$ cat src/rtl/fibonacci_core.sv
// ============================================================================
// Module   : fibonacci_core
// Function : Fibonacci term generator that advances once every clock_op
//            enabled clocks and drives the current term onto the user IO bus.
// Revision : 1.0 - initial release
// ============================================================================
`default_nettype none

module fibonacci_core #(
  parameter int CLOCK_WIDTH = 6,
  parameter int VALUE_WIDTH = 30,
  parameter int IO_PADS     = 38,
  parameter int INDEX_WIDTH = 8
) (
  input  logic                   wb_clk_i,
  input  logic                   reset_n,
  input  logic                   enable,
  input  logic [CLOCK_WIDTH-1:0] clock_op,
  input  logic                   restart,
  output logic [VALUE_WIDTH-1:0] fib_o,
  output logic [INDEX_WIDTH-1:0] index_o,
  output logic                   step_o,
  output logic                   wrap_o,
  output logic [IO_PADS-1:0]     io_out,
  output logic [IO_PADS-1:0]     io_oeb
);

  logic [VALUE_WIDTH-1:0] r_cur;
  logic [VALUE_WIDTH:0]   r_nxt;
  logic [CLOCK_WIDTH-1:0] r_div_cnt;
  logic [INDEX_WIDTH-1:0] r_index;
  logic                   r_step;
  logic                   r_wrap;

  logic                   w_run;
  logic [CLOCK_WIDTH:0]   w_cnt_inc;
  logic                   w_tick;
  logic [VALUE_WIDTH:0]   w_sum;

  // Compare one bit wider so div_cnt+1 never wraps and a lowered clock_op
  // always yields a tick instead of a lockup.
  assign w_run     = enable && (clock_op != '0);
  assign w_cnt_inc = {1'b0, r_div_cnt} + (CLOCK_WIDTH+1)'(1);
  assign w_tick    = w_run && (w_cnt_inc >= {1'b0, clock_op});
  assign w_sum     = {1'b0, r_cur} + r_nxt;

  always_ff @(posedge wb_clk_i or negedge reset_n) begin
    if (!reset_n) begin
      r_cur     <= '0;
      r_nxt     <= (VALUE_WIDTH+1)'(1);
      r_div_cnt <= '0;
      r_index   <= '0;
      r_step    <= 1'b0;
      r_wrap    <= 1'b0;
    end else if (restart) begin
      r_cur     <= '0;
      r_nxt     <= (VALUE_WIDTH+1)'(1);
      r_div_cnt <= '0;
      r_index   <= '0;
      r_step    <= 1'b0;
      r_wrap    <= 1'b0;
    end else begin
      r_step <= 1'b0;
      r_wrap <= 1'b0;
      if (!enable) begin
        r_div_cnt <= '0;
      end else if (w_tick) begin
        r_div_cnt <= '0;
        r_step    <= 1'b1;
        if (r_nxt[VALUE_WIDTH]) begin
          r_cur   <= '0;
          r_nxt   <= (VALUE_WIDTH+1)'(1);
          r_index <= '0;
          r_wrap  <= 1'b1;
        end else begin
          r_cur   <= r_nxt[VALUE_WIDTH-1:0];
          r_nxt   <= w_sum;
          r_index <= r_index + INDEX_WIDTH'(1);
        end
      end else if (w_run) begin
        r_div_cnt <= w_cnt_inc[CLOCK_WIDTH-1:0];
      end
    end
  end

  assign fib_o   = r_cur;
  assign index_o = r_index;
  assign step_o  = r_step;
  assign wrap_o  = r_wrap;

  // The term occupies the top pads; any remaining low pads are inputs.
  generate
    if (IO_PADS > VALUE_WIDTH) begin : g_pad_split
      assign io_out = {fib_o, {(IO_PADS-VALUE_WIDTH){1'b0}}};
      assign io_oeb = {{VALUE_WIDTH{1'b0}}, {(IO_PADS-VALUE_WIDTH){1'b1}}};
    end else begin : g_pad_full
      assign io_out = fib_o;
      assign io_oeb = '0;
    end
  endgenerate

endmodule

`default_nettype wire

$ cat config.mk
export PLATFORM = sky130hd
export DESIGN_NAME = fibonacci_core
export DESIGN_NICKNAME = d
export VERILOG_FILES = /design/src/rtl/fibonacci_core.sv
export SDC_FILE = /design/constraint.sdc
export NUM_CORES = 1
export LEC_CHECK = 0
export CAP_MARGIN = 20
export CORE_UTILIZATION = 26
export DETAILED_ROUTE_END_ITERATION = 10
export PLACE_DENSITY = 0.55
export SLEW_MARGIN = 15
export SYNTH_ARGS = -nofsm -noshare
export SYNTH_HDL_FRONTEND = slang
export SYNTH_SLANG_ARGS = --single-unit
$ cat constraint.sdc
create_clock -name wb_clk_i -period 2.9 [get_ports wb_clk_i]
set_input_delay 0.87 -clock wb_clk_i [delete_from_list [all_inputs] [get_ports wb_clk_i]]
set_output_delay 0.87 -clock wb_clk_i [all_outputs]
set_load 0.1 [all_outputs]
==> load_flow_metrics.sql <==
INSERT INTO impl_metrics (metric_group, metric, value, unit) VALUES
('min_path', 'holdCritStartpoint', 'r_nxt[0]$_DFFE_PN1P_', ''),
('placement', 'gp_routability_congestion', '0.816', ''),
('min_path', 'holdCritPathClass', 'flip-flop to flip-flop', ''),
('clock_network', 'cts-htree-levels', '3', ''),
('worst_setup_path', 'worst_r2r_startpoint', 'r_nxt[0]$_DFFE_PN1P_', ''),
('layout', 'antenna_cells_inserted', '0', ''),
('global_routing', 'antenna_found_initial', '0', ''),
('die', 'ioPinCount', '126', ''),
('synthesis', 'syn_inst', '568', ''),
('timing', 'report.final.hold_viol_count', '0', ''),
('global_routing', 'grt_pass1_wl', '20400', 'µm'),
('synthesis', 'yosysMostFrequentCell', 'sky130_fd_sc_hd__buf_4', ''),
('synthesis', 'postSynthRegisterBits', '77', ''),
('die', 'dieArea', '21000', 'µm²'),
('detailed_routing', 'vias_per_cell', '4.56', ''),
('clock_network', 'clk_transition_reported_paths', '0.06', 'ns'),
('power_and_ir_drop', 'p_leak', '3.25', 'nW'),
('layout', 'area.growth.synth_to_final', '21.8', '%'),
('global_routing', 'first_global_vias', '3932', ''),
('layout', 'finalNonFillerCells', '907', ''),
('placement', 'dpl.hpwl', '8970', 'µm'),
('power_and_ir_drop', 'pwr_density_cell', '405', 'nW/µm²'),
('synthesis', 'average_cell_area_after_synthesis', '9.36', 'µm²'),
('timing', 'drv_slew', '0', ''),
('synthesis', 'synth_area', '5320', 'µm²'),
('timing', 'worst_pin_slew', '0.526', 'ns'),
('global_routing', 'grt.total_usage', '0.121', ''),
('detailed_routing', 'detail_route.drc_violations', '0', ''),
('die', 'floorplan.core_area', '19800', 'µm²'),
('global_routing', 'gr-total-overflow', '0', ''),
('synthesis', 'number_of_synthesized_flops_with_an_enable_pin', '0', ''),
('synthesis', 'leading_cell_types_by_total_area_after_synthesis', 'sky130_fd_sc_hd__dfrtp_1, sky130_fd_sc_hd__buf_4, sky130_fd_sc_hd__ha_1', ''),
('synthesis', 'synth_seq_area_share', '0.363', ''),
('synthesis', 'postSynth.asyncResetShare', '1.00', ''),
('timing', 'timing.setup.tns', '0', 'ns'),
('placement', 'place_ws', '-0.399', 'ns'),
('clock_network', 'cts.sinks', '77', ''),
('detailed_routing', 'routed_wire_length_per_instance', '14.0', 'µm'),
('timing', 'finalSetupViolations', '0', ''),
('clock_network', 'worst_skew_pair.late_latency', '0.35', 'ns'),
('power_and_ir_drop', 'power.share.sequential', '0.411', ''),
('timing', 'min_period', '2.85', 'ns'),
('clock_network', 'cts_hold_buf', '0', ''),
('timing', 'timing.final.ws_setup', '0.0504', 'ns'),
('power_and_ir_drop', 'power.switching', '0.000789', 'W'),
('timing', 'clock_skew', '0.00901', 'ns'),
('global_routing', 'grt_max_degree', '51', ''),
('die', 'rows', '51', ''),
('detailed_routing', 'drt_first_iter_violations', '165', ''),
('power_and_ir_drop', 'ir_drop', '290', 'µV'),
('run_status', 'status', 'completed', ''),
('worst_setup_path', 'critical_path_peak_fanout', '5', ''),
('layout', 'drive_gt1_frac', '0.227', ''),
('worst_setup_path', 'timing.critical_path.required', '3.13', 'ns'),
('power_and_ir_drop', 'switching_share', '0.301', ''),
('synthesis', 'yosysTopAreaCellShare', '0.358', ''),
('timing', 'timing.max_slew.rel_slack', '0.646', ''),
('worst_setup_path', 'critical_path.startpoint_type', 'input pin', ''),
('detailed_routing', 'detailroute.via_count', '4138', ''),
('placement', 'number_of_placed_instances_with_taps_included', '881', ''),
('synthesis', 'netlist-cell-type-count', '63', ''),
('flow_run', 'drv.max_cap_violation_count', '0', ''),
('timing', 'max_freq', '351', 'MHz'),
('worst_setup_path', 'worst_setup_path_startpoint', 'clock_op[0]', ''),
('clock_network', 'cts_max_path_buffers', '2', ''),
('clock_network', 'clockRootBuffer', 'sky130_fd_sc_hd__clkbuf_16', ''),
('worst_setup_path', 'cp.arrival', '3.08', 'ns'),
('power_and_ir_drop', 'power.share.combinational', '0.149', ''),
('detailed_routing', 'dr.pass1.iters', '4', ''),
('die', 'floorplan.die.height', '145', 'µm'),
('placement', 'port_buffers', '79', '');
==> power by group through the flow <==
| stage | combinational [W] | clock [W] | sequential [W] |
|---|---|---|---|
| 3_3_place_gp | 0.000366 | 0 | 0.00110 |
| 4_1_cts | 0.000367 | 0.00119 | 0.00108 |
| 6_report | 0.000390 | 0.00115 | 0.00108 |
| 2_1_floorplan | 0.000348 | 0 | 0.00110 |
| 3_5_place_dp | 0.000367 | 0 | 0.00110 |
| 5_1_grt | 0.000407 | 0.00124 | 0.00108 |
==> per-stage QoR <==
| stage | total power, W | util | area, µm² | hold WS [ns] |
|---|---|---|---|---|
| floorplan | 0.00145 | - | 5490 | 0.462 |
| global placement | 0.00146 | 0.302 | 5980 | 0.476 |
| detailed placement | 0.00147 | 0.302 | 5980 | 0.484 |
| CTS | 0.00264 | 0.318 | 6280 | 0.494 |
| global route | 0.00272 | 0.328 | 6480 | 0.534 |
| finish | 0.00262 | 0.328 | 6480 | 0.488 |
==> routing by layer <==
layer  track usage  routed length [µm]  vias up
met3        0.0358                 542        8
met4        0.0319                 144        0
li1              -                   -     2064
met5             0                   0        -
met1         0.162                6120     1973
met2         0.188                5910       93
==> state kept, by name (all words and copies together) (netlist names) <==
| register | cells |
|---|---|
| index_o | 8 |
| r_div_cnt | 6 |
| r_nxt | 31 |
| fib_o | 30 |
| wrap_o | 1 |
| step_o | 1 |
==> kinds of logic (layout without fill, tap and decap cells) <==
logic type	after synthesis	count (layout)	synth area share
AOI/OAI and AO/OA	175	175	0.228
other	2	46	0.00141
DFF	77	77	0.363
muxes	2	2	0.00376
and+or+nand+nor	133	135	0.127
buffers and inverters	113	141	0.140
adders and majority gates	39	39	0.0932
xor gates and xnor gates	27	27	0.0445
==> cell type report <==
type                            count  area, µm²
Fill cell                        2102      13300
Multi-Input combinational cell    424       2900
Sequential cell                    77       1930
Timing Repair Buffer              113        967
Tap cell                          265        332
Clock buffer                       11        253
Inverter                           13       48.8
Clock inverter                      4       47.5
==> worst paths after layout <==
kind	end	slack, ns	depth (start not counted)
hold / removal	r_nxt[0]$_DFFE_PN1P_	0.49	2
hold reg to reg	r_nxt[0]$_DFFE_PN1P_	0.49	2
setup reg to reg	r_nxt[28]$_DFFE_PN0P_	0.16	11
max in group asynchronous	r_nxt[0]$_DFFE_PN1P_	1.75	2
min in group asynchronous	r_nxt[17]$_DFFE_PN0P_	0.50	1
setup / recovery	fib_o[27]$_DFFE_PN0P_	0.05	10
==> placed cells by master, fill, tap and decap left out, drive strengths merged, types with 2 or more instances in the layout <==
cell type / count
a21o: 16
a21boi: 3
nand2b: 9
xnor2: 12
nor3b: 5
a31oi: 3
nor2b: 2
dfrtp: 76
or4: 2
o21bai: 4
nand4: 3
a22o: 36
nor3: 8
clkinv: 2
and3: 4
o21ai: 52
nor2: 26
clkbuf: 13
o21a: 2
nor4: 3
and2: 2
conb: 46
clkdlybuf4s50: 8
o31ai: 7
inv: 13
a211oi: 5
buf: 103
xor2: 15
nand2: 48
or3: 3
mux2i: 2
a21oi: 34
nand3: 15
a22oi: 2
nand4b: 2
ha: 38
==> what timing repair did <==
item,in CTS,in global routing
setup endpoints to repair,4,69
pin swaps,0,8
setup buffers,0,6
cloned,0,5
resized for setup,1,14
==> worst max-delay path, cell delays in order <==
cell and delay [ns]:
sky130_fd_sc_hd__clkdlybuf4s50_1 0.42, sky130_fd_sc_hd__ha_1 0.29, sky130_fd_sc_hd__nand2b_4 0.13, sky130_fd_sc_hd__a2111o_1 0.39, sky130_fd_sc_hd__a41oi_4 0.22, sky130_fd_sc_hd__buf_4 0.21, sky130_fd_sc_hd__nor4_4 0.07, sky130_fd_sc_hd__buf_2 0.17
sky130_fd_sc_hd__buf_4 0.13, sky130_fd_sc_hd__a22o_1 0.17
Note: power is estimated with default switching activity, not from simulation.
